### config.mk
export PLATFORM = sky130hd
export DESIGN_NAME = pipe_stage_skid_reg
export DESIGN_NICKNAME = d
export VERILOG_FILES = /design/src/rtl/pipe_stage_skid_reg.sv
export SDC_FILE = /design/constraint.sdc
export NUM_CORES = 1
export LEC_CHECK = 0
export BUFFER_PORTS_ARGS = -buffer_cell sky130_fd_sc_hd__buf_2
export CORE_ASPECT_RATIO = 1.1
export CORE_UTILIZATION = 57
export CTS_BUF_LIST = sky130_fd_sc_hd__clkbuf_2 sky130_fd_sc_hd__clkbuf_4 sky130_fd_sc_hd__clkbuf_8
export CTS_CLUSTER_DIAMETER = 150
export DETAILED_ROUTE_END_ITERATION = 10
export PLACE_DENSITY = 0.92
export SYNTH_ARGS = -nofsm -noshare
export SYNTH_HDL_FRONTEND = slang
export SYNTH_SLANG_ARGS = --single-unit
### constraint.sdc
create_clock -name clk -period 3.8 [get_ports clk]
set_input_delay 0.76 -clock clk [delete_from_list [all_inputs] [get_ports clk]]
set_output_delay 0.76 -clock clk [all_outputs]
set_load 0.05 [all_outputs]
### src/rtl/pipe_stage_skid_reg.sv
// Elastic pipeline-stage register with 2-entry skid: 1-cycle latency, up_ready driven only from flops.
// Define PIPE_PERF_CNT_EN to add the saturating stall/bubble/flush performance counters.
module pipe_stage_skid_reg #(
  parameter int DATA_W = 32,
  parameter int CTRL_W = 16
`ifdef PIPE_PERF_CNT_EN
  ,
  parameter int CNT_W  = 16
`endif
) (
  input  logic              clk,
  input  logic              reset,
  input  logic              flush,
  input  logic              up_valid,
  output logic              up_ready,
  input  logic [DATA_W-1:0] up_data,
  input  logic [CTRL_W-1:0] up_ctrl,
  output logic              dn_valid,
  input  logic              dn_ready,
  output logic [DATA_W-1:0] dn_data,
  output logic [CTRL_W-1:0] dn_ctrl
`ifdef PIPE_PERF_CNT_EN
  ,
  output logic [CNT_W-1:0]  stall_cnt,
  output logic [CNT_W-1:0]  bubble_cnt,
  output logic [CNT_W-1:0]  flush_cnt
`endif
);

  // Encoding is {main_valid, skid_valid}; 01 never occurs.
  typedef enum logic [1:0] {
    EMPTY = 2'b00,
    ONE   = 2'b10,
    FULL  = 2'b11
  } state_e;

  state_e              state_q, state_d;
  logic [DATA_W-1:0]   main_data_q, main_data_d, skid_data_q, skid_data_d;
  logic [CTRL_W-1:0]   main_ctrl_q, main_ctrl_d, skid_ctrl_q, skid_ctrl_d;
  logic                in_fire, out_fire;

  assign up_ready = ~state_q[0];
  assign dn_valid = state_q[1];
  assign dn_data  = main_data_q;
  assign dn_ctrl  = main_ctrl_q;
  assign in_fire  = up_valid & up_ready;
  assign out_fire = dn_valid & dn_ready;

  always_ff @(posedge clk or posedge reset) begin
    if (reset) begin
      state_q     <= EMPTY;
      main_data_q <= '0;
      main_ctrl_q <= '0;
      skid_data_q <= '0;
      skid_ctrl_q <= '0;
    end else begin
      state_q     <= state_d;
      main_data_q <= main_data_d;
      main_ctrl_q <= main_ctrl_d;
      skid_data_q <= skid_data_d;
      skid_ctrl_q <= skid_ctrl_d;
    end
  end

  always_comb begin
    state_d     = state_q;
    main_data_d = main_data_q;
    main_ctrl_d = main_ctrl_q;
    skid_data_d = skid_data_q;
    skid_ctrl_d = skid_ctrl_q;
    if (flush) begin
      // An entry accepted alongside the flush is dropped; any out_fire already happened.
      state_d     = EMPTY;
      main_data_d = '0;
      main_ctrl_d = '0;
      skid_data_d = '0;
      skid_ctrl_d = '0;
    end else begin
      case (state_q)
        EMPTY: begin
          if (in_fire) begin
            state_d     = ONE;
            main_data_d = up_data;
            main_ctrl_d = up_ctrl;
          end
        end
        ONE: begin
          if (in_fire && out_fire) begin
            main_data_d = up_data;
            main_ctrl_d = up_ctrl;
          end else if (in_fire) begin
            state_d     = FULL;
            skid_data_d = up_data;
            skid_ctrl_d = up_ctrl;
          end else if (out_fire) begin
            state_d     = EMPTY;
            main_data_d = '0;
            main_ctrl_d = '0;
          end
        end
        FULL: begin
          if (out_fire) begin
            state_d     = ONE;
            main_data_d = skid_data_q;
            main_ctrl_d = skid_ctrl_q;
            skid_data_d = '0;
            skid_ctrl_d = '0;
          end
        end
        default: begin
          state_d     = EMPTY;
          main_data_d = '0;
          main_ctrl_d = '0;
          skid_data_d = '0;
          skid_ctrl_d = '0;
        end
      endcase
    end
  end

`ifdef PIPE_PERF_CNT_EN
  localparam logic [CNT_W-1:0] CNT_ONE = {{(CNT_W-1){1'b0}}, 1'b1};

  logic [CNT_W-1:0] stall_cnt_q, stall_cnt_d;
  logic [CNT_W-1:0] bubble_cnt_q, bubble_cnt_d;
  logic [CNT_W-1:0] flush_cnt_q, flush_cnt_d;

  // Each counter holds at all-ones once saturated; only reset clears them.
  assign stall_cnt_d  = (dn_valid && !dn_ready && stall_cnt_q != '1) ? stall_cnt_q + CNT_ONE : stall_cnt_q;
  assign bubble_cnt_d = (!dn_valid && bubble_cnt_q != '1) ? bubble_cnt_q + CNT_ONE : bubble_cnt_q;
  assign flush_cnt_d  = (flush && flush_cnt_q != '1) ? flush_cnt_q + CNT_ONE : flush_cnt_q;

  always_ff @(posedge clk or posedge reset) begin
    if (reset) begin
      stall_cnt_q  <= '0;
      bubble_cnt_q <= '0;
      flush_cnt_q  <= '0;
    end else begin
      stall_cnt_q  <= stall_cnt_d;
      bubble_cnt_q <= bubble_cnt_d;
      flush_cnt_q  <= flush_cnt_d;
    end
  end

  assign stall_cnt  = stall_cnt_q;
  assign bubble_cnt = bubble_cnt_q;
  assign flush_cnt  = flush_cnt_q;
`endif

endmodule

==> impl_metrics.tcl, run 1 <==
set metrics [dict create \
    hold_violations 0 \
    rsz0062_at_grt "false" \
    drt_wl_total_mm 12.12 \
    initial_core_util 0.5865 \
    ys_seq_area_frac 0.5026 \
    crit_chain "ha_2 -> or2_1 -> a32o_2 -> nand2b_2 -> o21ai_0" \
    r2r_setup_slack_ps 1050 \
    avgSynthCellArea_um2 9.625 \
    synthTopCellsByArea "dfrtp_1 (50%), mux2i_1 (10%), a22o_1 (8.6%)" \
    skew_ps 9.443 \
    crit_path_start_kind "register" \
    slew_headroom 0.3227 \
    endpoint_kind "register" \
    detail_route.wl_per_cell_um 17.36 \
    cts.clk_slew.worst_paths_ps 90 \
    area.growth.synth_to_final_pct 13.56 \
    grt_overflow 0 \
    tritoncts "done" \
    fmax_ghz 0.3632 \
    powerDensity_mw_per_mm2 780.8 \
    fin_area_mm2 0.005542 \
    synthArstFlopShare 1.000 \
    ys_warn_count 0 \
    antenna_left 0 \
    ff2ff_path_depth 5 \
    setup_tns_ps 0 \
    die_y_um 99.04 \
    drc 0 \
    htreeDepth 3 \
    track_usage 0.2784 \
    drtIter0Drc 352 \
    cts-root-buf "clkbuf_8" \
    cpPeakStageDelay_ps 900 \
    antenna_cells 0 \
    synth_top_area_frac 0.5026 \
    synth_fp_nets 564 \
    synth_edf_count 0 \
    worstPathMaxFanout 50 \
    final_nets 639 \
    tightestPinTransition_ps 1016 \
    place_congestion 0.7801 \
    yosysTopAreaCell "dfrtp_1" \
    synth_ff_type "dfrtp_1" \
    clockBufferDepth 2 \
    cellLeakagePower_nw 2.829 \
    hold_path.class "in -> async" \
    critical_path_required_ps 4020 \
    status "finished clean" \
    worst_ir_drop_vdd_uv 891.1 \
    finalCritPeriodShare 0.7246 \
    die_w_um 90.22 \
    clk_latency_ps 370 \
    critPathKind "reg -> reg" \
    grt_pass1_vias 4200 \
    cts_inserted_buffers 9 \
    power.total_w 0.004327 \
    grt_max_degree 56 \
    cts_sinks 98 \
    use_met2 0.4598 \
    synth_top_cells_by_count "dfrtp_1 (98), nand2_1 (97), inv_1 (53)" \
    fin_crit_ps 2754 \
    use_met1 0.3505 \
    maxSlewViolCount 0 \
    antenna_found_initial 0 \
    busiest_layer "met2" \
    setup_viol 0 \
    crit_arrival_ps 2970 \
    cap_violations 0 \
    grt_use_met3 0.04321 \
    grt_pass1_wl_mm 19.66 \
    slowest_stage "ha_2" \
    io_buffers 102 \
    floorplan.core_area_mm2 0.008320 \
    synth_cell_types 25 \
    post_cts_resized 0 \
    dieArea_mm2 0.008935 \
    fillers 657 \
    fp-row-count 35 \
    pin_count 103 \
    cts_setup_buffers 0 \
    synthesis.area_mm2 0.004880 \
    ys_seq_elements 98 \
    via_count 4213 \
    dpl.hpwl_mm 7.765 \
    yosysMostFrequentCell "dfrtp_1" \
    dpl_cell_area_mm2 0.005364 \
    hold_buffers 0 \
    dr.pass1.iters 5 \
    via_per_inst 6.036 \
    drive_gt1_frac 0.2283 \
    synthCells 507 \
]
-- where the power goes --
group          internal, W  leakage, nW  switching, W  total, W
combinational     0.000619         1.41       0.00157   0.00219
clock             0.000256       0.0924      0.000365  0.000621
sequential         0.00134         1.32      0.000177   0.00152
-- final cells by class --
type | count | area (µm²) | share of cell area
clock buffers | 10 | 137.6 | 0.02484
clock inverters | 6 | 40.04 | 0.007225
inverters | 53 | 201.4 | 0.03635
multi-input cells | 312 | 2016 | 0.3637
flip-flops and latches | 98 | 2452 | 0.4425
well taps | 111 | 138.9 | 0.02506
repair buffers | 108 | 555.5 | 0.1002
-- metal layers --
metal  part of all wire  up-vias
li1                   -     1898
met1               0.40     2082
met2               0.50      203
met3              0.071       30
met4              0.028        0
met5                  0        -
-- flip-flops by register name (all words and copies together), names as in the netlist --
name	cells
dn_ctrl	16
dn_data	32
skid_ctrl_q	16
skid_data_q	32
state_q	2
-- logic make-up after synthesis --
group | count (synthesis) | synth area share
compound gates | 154 | 0.2126
flops | 98 | 0.5026
mux | 49 | 0.1005
fa+ha+maj | 4 | 0.01026
simple gates | 105 | 0.08487
buf+inv | 97 | 0.08923
-- through the flow --
step	utilization	cells	hold slack, ps	setup slack (ps)
after floorplan	-	507	493.6	477.9
after global placement	0.6447	682	458.2	1212
after detailed placement	0.6447	682	464.5	1067
after CTS	0.6660	698	485.1	1062
after global routing	0.6660	698	502.1	845.7
final	0.6660	698	469.4	1046
-- worst max-delay path: cells and delay by family (launching register included) --
| family | cells | cell delay (ps) |
|---|---|---|
| simple gates | 2 | 860 |
| compound gates | 2 | 370 |
| flops | 1 | 450 |
| fa+ha+maj | 1 | 900 |
-- final timing paths --
| path | to | start |
|---|---|---|
| worst max-delay path | dn_ctrl[8] | state_q[0] |
| worst min-delay path | dn_ctrl[2] | reset |
| worst max register to register | dn_ctrl[8] | state_q[0] |
| worst min register to register | dn_data[7] | dn_data[7] |
| max in group asynchronous | dn_ctrl[13] | reset |
| min in group clk | dn_data[7] | dn_data[7] |
-- placed cells by master, fill, tap and decap left out, types with 2 or more instances in the layout --
cell type / n
a22o_1: 48
and2_2: 2
clkinv_2: 3
o21ai_0: 44
mux2i_1: 49
nand2_1: 97
inv_1: 52
ha_1: 2
clkbuf_8: 10
a31oi_1: 48
buf_4: 6
dfrtp_1: 98
buf_2: 102
ha_2: 2
a21oi_1: 3
o21ai_1: 6
Power figures use the tool's default switching activity.
==> run 2, diff against run 1 <==
--- a/config.mk
+++ b/config.mk
@@ -5,13 +5,14 @@
 export SDC_FILE = /design/constraint.sdc
 export NUM_CORES = 1
 export LEC_CHECK = 0
+export ABC_AREA = 1
 export BUFFER_PORTS_ARGS = -buffer_cell sky130_fd_sc_hd__buf_2
 export CORE_ASPECT_RATIO = 1.1
-export CORE_UTILIZATION = 57
+export CORE_UTILIZATION = 52
 export CTS_BUF_LIST = sky130_fd_sc_hd__clkbuf_2 sky130_fd_sc_hd__clkbuf_4 sky130_fd_sc_hd__clkbuf_8
 export CTS_CLUSTER_DIAMETER = 150
 export DETAILED_ROUTE_END_ITERATION = 10
-export PLACE_DENSITY = 0.92
+export PLACE_DENSITY = 0.88
 export SYNTH_ARGS = -nofsm -noshare
 export SYNTH_HDL_FRONTEND = slang
 export SYNTH_SLANG_ARGS = --single-unit
==> constraint.sdc (replaced) <==
create_clock -name clk -period 2.4 [get_ports clk]
set_input_delay 0.48 -clock clk [delete_from_list [all_inputs] [get_ports clk]]
set_output_delay 0.48 -clock clk [all_outputs]
set_load 0.05 [all_outputs]
==> impl_metrics.tcl, run 2 <==
set metrics [dict create \
    status "finished clean" \
    tightestPinTransition_ps 856.2 \
    fp-row-count 38 \
    p_switching_w 0.003455 \
    synthArstFlopShare 1.000 \
    dr.pass1.iters 5 \
    critPathKind "reg -> reg" \
    drt_wl_total_mm 13.44 \
    io_buffers 102 \
    crit_arrival_ps 2480 \
    endpoint_kind "register" \
    clk_latency_ps 370 \
    cts_inserted_buffers 9 \
    synth_fp_nets 826 \
    hold_violations 0 \
    finalCritPeriodShare 0.9052 \
    fin_crit_ps 2172 \
    drive_gt1_frac 0.1779 \
    dp_cells 974 \
    final_cells 989 \
    grt_pass1_wl_mm 22.37 \
    powerDensity_mw_per_mm2 1145 \
    pre_cts_ws_ps 287.8 \
    area.growth.synth_to_final_pct 13.96 \
    grt_pass1_vias 4762 \
    seq_area_mm2 0.002452 \
    cpPeakStageDelay_ps 430 \
    maxSlewViolCount 0 \
    worst_slack_ps 227.6 \
    avgSynthCellArea_um2 7.097 \
    synth_top_area_frac 0.4493 \
    r2r_end "dn_data[14]" \
    synthTopCellsByArea "dfrtp_1 (45%), nand2_1 (27%), o21bai_1 (6.6%)" \
    cap_violations 0 \
    skew_ps 6.146 \
    ys_seq_elements 98 \
    worstSetupStartpoint "state_q[0]" \
    antenna_left 0 \
    die_w_um 99.68 \
    ys_warn_count 0 \
    synthesis.area_mm2 0.005458 \
    cp.depth 10 \
    synthCells 769 \
    p_clk_frac 0.173 \
    final_util 0.6200 \
    multi_input_area_mm2 0.002584 \
    synth_cell_types 21 \
    hold_buffers 0 \
    dpl.hpwl_mm 8.406 \
    track_usage 0.2621 \
    cts_setup_buffers 0 \
    setup_tns_ps 0 \
    slowest_stage "dfrtp_1" \
    antenna_cells 0 \
    cts_sinks 98 \
    final_common_cell "nand2_1" \
    fmax_ghz 0.4603 \
    grt_overflow 0 \
    power.total_w 0.007123 \
    cts-root-buf "clkbuf_8" \
    switching_share 0.4851 \
    dieArea_mm2 0.01091 \
    rsz0062_at_grt "false" \
    seqPwrFrac 0.334 \
    endpoint "dn_data[14]" \
    drtIter0Drc 366 \
    final_nets 902 \
    ff2ff_path_depth 10 \
    reg2reg_from "state_q[0]" \
    drc 0 \
    synth_edf_count 0 \
    synth_top_cells_by_count "nand2_1 (394), dfrtp_1 (98), nand3_1 (53)" \
    clockBufferDepth 2 \
    mostFrequentLayoutCells "nand2_1 (394), buf_2 (102), dfrtp_1 (98), nand3_1 (53), nor2_1 (51)" \
    initial_core_util 0.5440 \
    worstPathMaxFanout 48 \
    via_count 5107 \
    crit_path_start_kind "register" \
    intPower_w 0.003668 \
    floorplan.core_area_mm2 0.01003 \
    htreeDepth 3 \
    ys_seq_area_frac 0.4493 \
    place_congestion 0.8002 \
    tritoncts "done" \
    worst_ir_drop_vdd_uv 501.6 \
    hold_path.class "in -> async" \
    cellLeakagePower_nw 3.556 \
    detail_route.wl_per_cell_um 13.58 \
    synth_ff_type "dfrtp_1" \
    slew_headroom 0.4283 \
    antenna_found_initial 1 \
    die_y_um 109.5 \
    via_per_inst 5.164 \
    setup_viol 0 \
    cts.clk_slew.worst_paths_ps 90 \
    r2r_setup_slack_ps 230 \
    yosysTopAreaCell "dfrtp_1" \
    cp_num_buf_inv 3 \
    crit_family "simple AND/OR/NAND/NOR gates" \
    pwr-share-comb 0.493 \
    post_cts_resized 0 \
    pin_count 103 \
    yosysMostFrequentCell "nand2_1" \
    fillers 913 \
    crit_chain "clkinv_1 -> ha_1 -> inv_4 -> nor2_4 -> nand2_2 -> nand3_4 -> nor2_4 -> buf_12 -> nand2_1 -> nand2_1" \
    grt_max_degree 51 \
    critical_path_required_ps 2710 \
]
[run 2: cell count changes after synthesis, moves of 49 or more]
| cell | delta |
|---|---|
| nand3_1 | +53 |
| nand2_1 | +297 |
| mux2i_1 | -49 |
| nor2_1 | +50 |
[run 2: cell type report]
| type | instances | area share |
|---|---|---|
| Clock buffer | 13 | 0.02676 |
| Clock inverter | 2 | 0.009656 |
| Inverter | 34 | 0.02152 |
| Multi-Input combinational cell | 585 | 0.4154 |
| Sequential cell | 98 | 0.3943 |
| Tap cell | 140 | 0.02816 |
| Timing Repair Buffer | 117 | 0.1042 |
[run 2: how the worst min path moves through the flow]
stage / depth (start not counted) / to / start
after floorplan: 2 / skid_ctrl_q[0] / skid_ctrl_q[0]
after global placement: 2 / dn_data[11] / dn_data[11]
after detailed placement: 2 / dn_data[15] / dn_data[15]
after CTS: 2 / skid_data_q[28] / reset
after global routing: 2 / skid_data_q[28] / reset
final: 2 / skid_data_q[28] / reset
[run 2: stage by stage]
stage                     cell area, µm²  hold slack [ps]
final                               6220            219.1
after global routing                6220            282.8
after CTS                           6220            244.5
after detailed placement            5993            459.7
after global placement              5993            457.3
after floorplan                     5461            448.9
[run 2: worst reg2reg max path, delay by kind of cell (launching register included)]
family,cells,cell delay [ps]
simple gates,6,810
flops,1,430
buf+inv,3,610
fa+ha+maj,1,250
[run 2: kinds of logic (layout without fill, tap and decap cells)]
group | after synthesis | count (layout) | synth area share
AOI/OAI and AO/OA | 73 | 73 | 0.09102
DFF | 98 | 98 | 0.4493
and+or+nand+nor | 508 | 508 | 0.3723
adders and majority gates | 4 | 4 | 0.009170
buffers and inverters | 86 | 166 | 0.07818
[run 2: routing by layer]
metal / up-vias / part of all wire / track usage
met1: 2373 / 0.43 / 0.3448
li1: 2522 / - / -
met4: 0 / 0.015 / 0.09244
met2: 198 / 0.48 / 0.4429
met5: - / 0 / 0
met3: 14 / 0.068 / 0.03942
[run 2: power by group through the flow]
stage / combinational [W] / sequential, W / clock, W
after CTS: 0.00353 / 0.00238 / 0.00124
after detailed placement: 0.00351 / 0.00239 / 0
after global routing: 0.00383 / 0.00244 / 0.00131
final: 0.00351 / 0.00238 / 0.00123
after global placement: 0.00344 / 0.00240 / 0
after floorplan: 0.00179 / 0.00339 / 0
==> run 3, diff against run 2 <==
--- a/config.mk
+++ b/config.mk
@@ -8,11 +8,12 @@
 export ABC_AREA = 1
 export BUFFER_PORTS_ARGS = -buffer_cell sky130_fd_sc_hd__buf_2
 export CORE_ASPECT_RATIO = 1.1
-export CORE_UTILIZATION = 52
+export CORE_UTILIZATION = 58
 export CTS_BUF_LIST = sky130_fd_sc_hd__clkbuf_2 sky130_fd_sc_hd__clkbuf_4 sky130_fd_sc_hd__clkbuf_8
 export CTS_CLUSTER_DIAMETER = 150
 export DETAILED_ROUTE_END_ITERATION = 10
-export PLACE_DENSITY = 0.88
+export PLACE_DENSITY = 0.92
 export SYNTH_ARGS = -nofsm -noshare
 export SYNTH_HDL_FRONTEND = slang
 export SYNTH_SLANG_ARGS = --single-unit
+export TNS_END_PERCENT = 50
==> constraint.sdc (replaced) <==
create_clock -name clk -period 2.47 [get_ports clk]
set_input_delay 0.494 -clock clk [delete_from_list [all_inputs] [get_ports clk]]
set_output_delay 0.494 -clock clk [all_outputs]
set_load 0.05 [all_outputs]
==> impl_metrics.tcl, run 3 (synthesis results as in run 2) <==
set metrics [dict create \
    status "finished clean" \
    clockBufferDepth 2 \
    r2r_end "skid_data_q[22]" \
    cts-root-buf "clkbuf_8" \
    final_cells 965 \
    tightestPinTransition_ps 810.2 \
    die_y_um 103.7 \
    skew_ps 10.97 \
    track_usage 0.2807 \
    crit_arrival_ps 2480 \
    cellLeakagePower_nw 3.544 \
    hold_path.class "in -> async" \
    cap_violations 0 \
    setup_tns_ps 0 \
    hold_violations 0 \
    die_w_um 94.49 \
    cts_sinks 98 \
    setup_viol 0 \
    drc 0 \
    area.growth.synth_to_final_pct 13.16 \
    switching_share 0.4954 \
    r2r_setup_slack_ps 250 \
    drtIter0Drc 336 \
    power.total_w 0.006819 \
    antenna_left 0 \
    grt_max_degree 51 \
    via_count 5135 \
    fin_hold_ws_ps 191.0 \
    cts_inserted_buffers 9 \
    crit_path_start_kind "register" \
    maxSlewViolCount 0 \
    p_clk_frac 0.159 \
    endpoint_kind "register" \
    worst_ir_drop_vdd_uv 549.2 \
    worstPathMaxFanout 29 \
    antenna_found_initial 0 \
    fmax_ghz 0.4513 \
    pin_count 103 \
    htreeDepth 3 \
    mostFrequentLayoutCells "nand2_1 (394), buf_2 (102), dfrtp_1 (98), nand3_1 (53), nor2_1 (51)" \
    finalCritPeriodShare 0.8971 \
    tritoncts "done" \
    dieArea_mm2 0.009802 \
    pwr-share-comb 0.500 \
    floorplan.core_area_mm2 0.009009 \
    fin_crit_ps 2216 \
    powerDensity_mw_per_mm2 1104 \
    dr.pass1.iters 5 \
    antenna_cells 0 \
    place_congestion 0.7997 \
    io_buffers 102 \
    slew_headroom 0.4591 \
    drive_gt1_frac 0.1798 \
    clk_latency_ps 370 \
    drt_wl_total_mm 13.10 \
    dp_cells 949 \
    critical_path_required_ps 2730 \
    dpl.hpwl_mm 8.483 \
    initial_core_util 0.6058 \
    post_cts_resized 0 \
    cts.clk_slew.worst_paths_ps 100 \
    final_nets 903 \
    grt_pass1_vias 4814 \
    seqPwrFrac 0.341 \
    final_common_cell "nand2_1" \
    via_per_inst 5.321 \
    reg2reg_from "state_q[0]" \
    fp-row-count 36 \
    detail_route.wl_per_cell_um 13.58 \
    intPower_w 0.003441 \
    p_switching_w 0.003378 \
    grt_overflow 0 \
    critPathKind "reg -> reg" \
    hold_buffers 0 \
    rsz0062_at_grt "false" \
    ff2ff_path_depth 9 \
    grt_pass1_wl_mm 21.86 \
    cts_setup_buffers 0 \
]
-- run 3: cell types whose count changed in the layout (fill, tap and decap cells not counted) --
| cell | before | now |
|---|---|---|
| bufinv_16 | 2 | 1 |
| clkbuf_8 | 11 | 10 |
| clkinv_4 | 0 | 1 |
| inv_6 | 0 | 1 |
| clkbuf_4 | 2 | 1 |
| buf_4 | 13 | 14 |
| clkinvlp_4 | 1 | 3 |
-- run 3: final cells by class --
type	instances	area (µm²)
clock buffer	11	145.1
timing repair buffer	118	655.6
multi-input combinational	585	2584
tap	114	142.6
fill	768	2833
sequential	98	2452
clock inverter	5	62.56
inverter	34	133.9
-- run 3: per-stage QoR --
stage               instance area (µm²)  setup WS [ps]  utilization
floorplan                          5461          367.6            -
global route                       6176          33.62       0.6856
global placement                   5968          305.7       0.6625
CTS                                6176          251.0       0.6856
detailed placement                 5968          270.7       0.6625
finish                             6176          254.2       0.6856
-- run 3: worst max-delay path by stage --
| stage | from | endpoint | slack [ps] |
|---|---|---|---|
| 2_1_floorplan | state_q[0] | skid_ctrl_q[0] | 370 |
| 3_5_place_dp | state_q[0] | skid_data_q[12] | 270 |
| 4_1_cts | state_q[0] | skid_data_q[22] | 250 |
| 3_3_place_gp | state_q[0] | skid_data_q[30] | 310 |
| 5_1_grt | state_q[0] | skid_data_q[14] | 30 |
| 6_report | state_q[0] | skid_data_q[22] | 250 |
-- run 3: power groups by stage --
stage / registers (W) / clock network (W) / logic (W)
6_report: 0.00232 / 0.00109 / 0.00341
5_1_grt: 0.00238 / 0.00117 / 0.00371
4_1_cts: 0.00232 / 0.00110 / 0.00342
3_5_place_dp: 0.00234 / 0 / 0.00340
3_3_place_gp: 0.00233 / 0 / 0.00333
2_1_floorplan: 0.00329 / 0 / 0.00173
-- run 3: routing by layer --
metal,vias up,part of all wire,routed length (µm),GRT usage
met5,-,0,0,0
met4,0,0.024,313,0.1082
met3,26,0.053,700,0.03304
li1,2525,-,-,-
met2,191,0.49,6407,0.4695
met1,2393,0.43,5679,0.3693
-- run 3: critical path, stage by stage (launching register included) --
cell and delay (ps):
dfrtp_1 430, clkinv_1 200, ha_1 280, inv_4 200
nor2_4 70, a21oi_4 380, nand3_2 120, buf_4 270
nand2_1 100, nand2_1 60
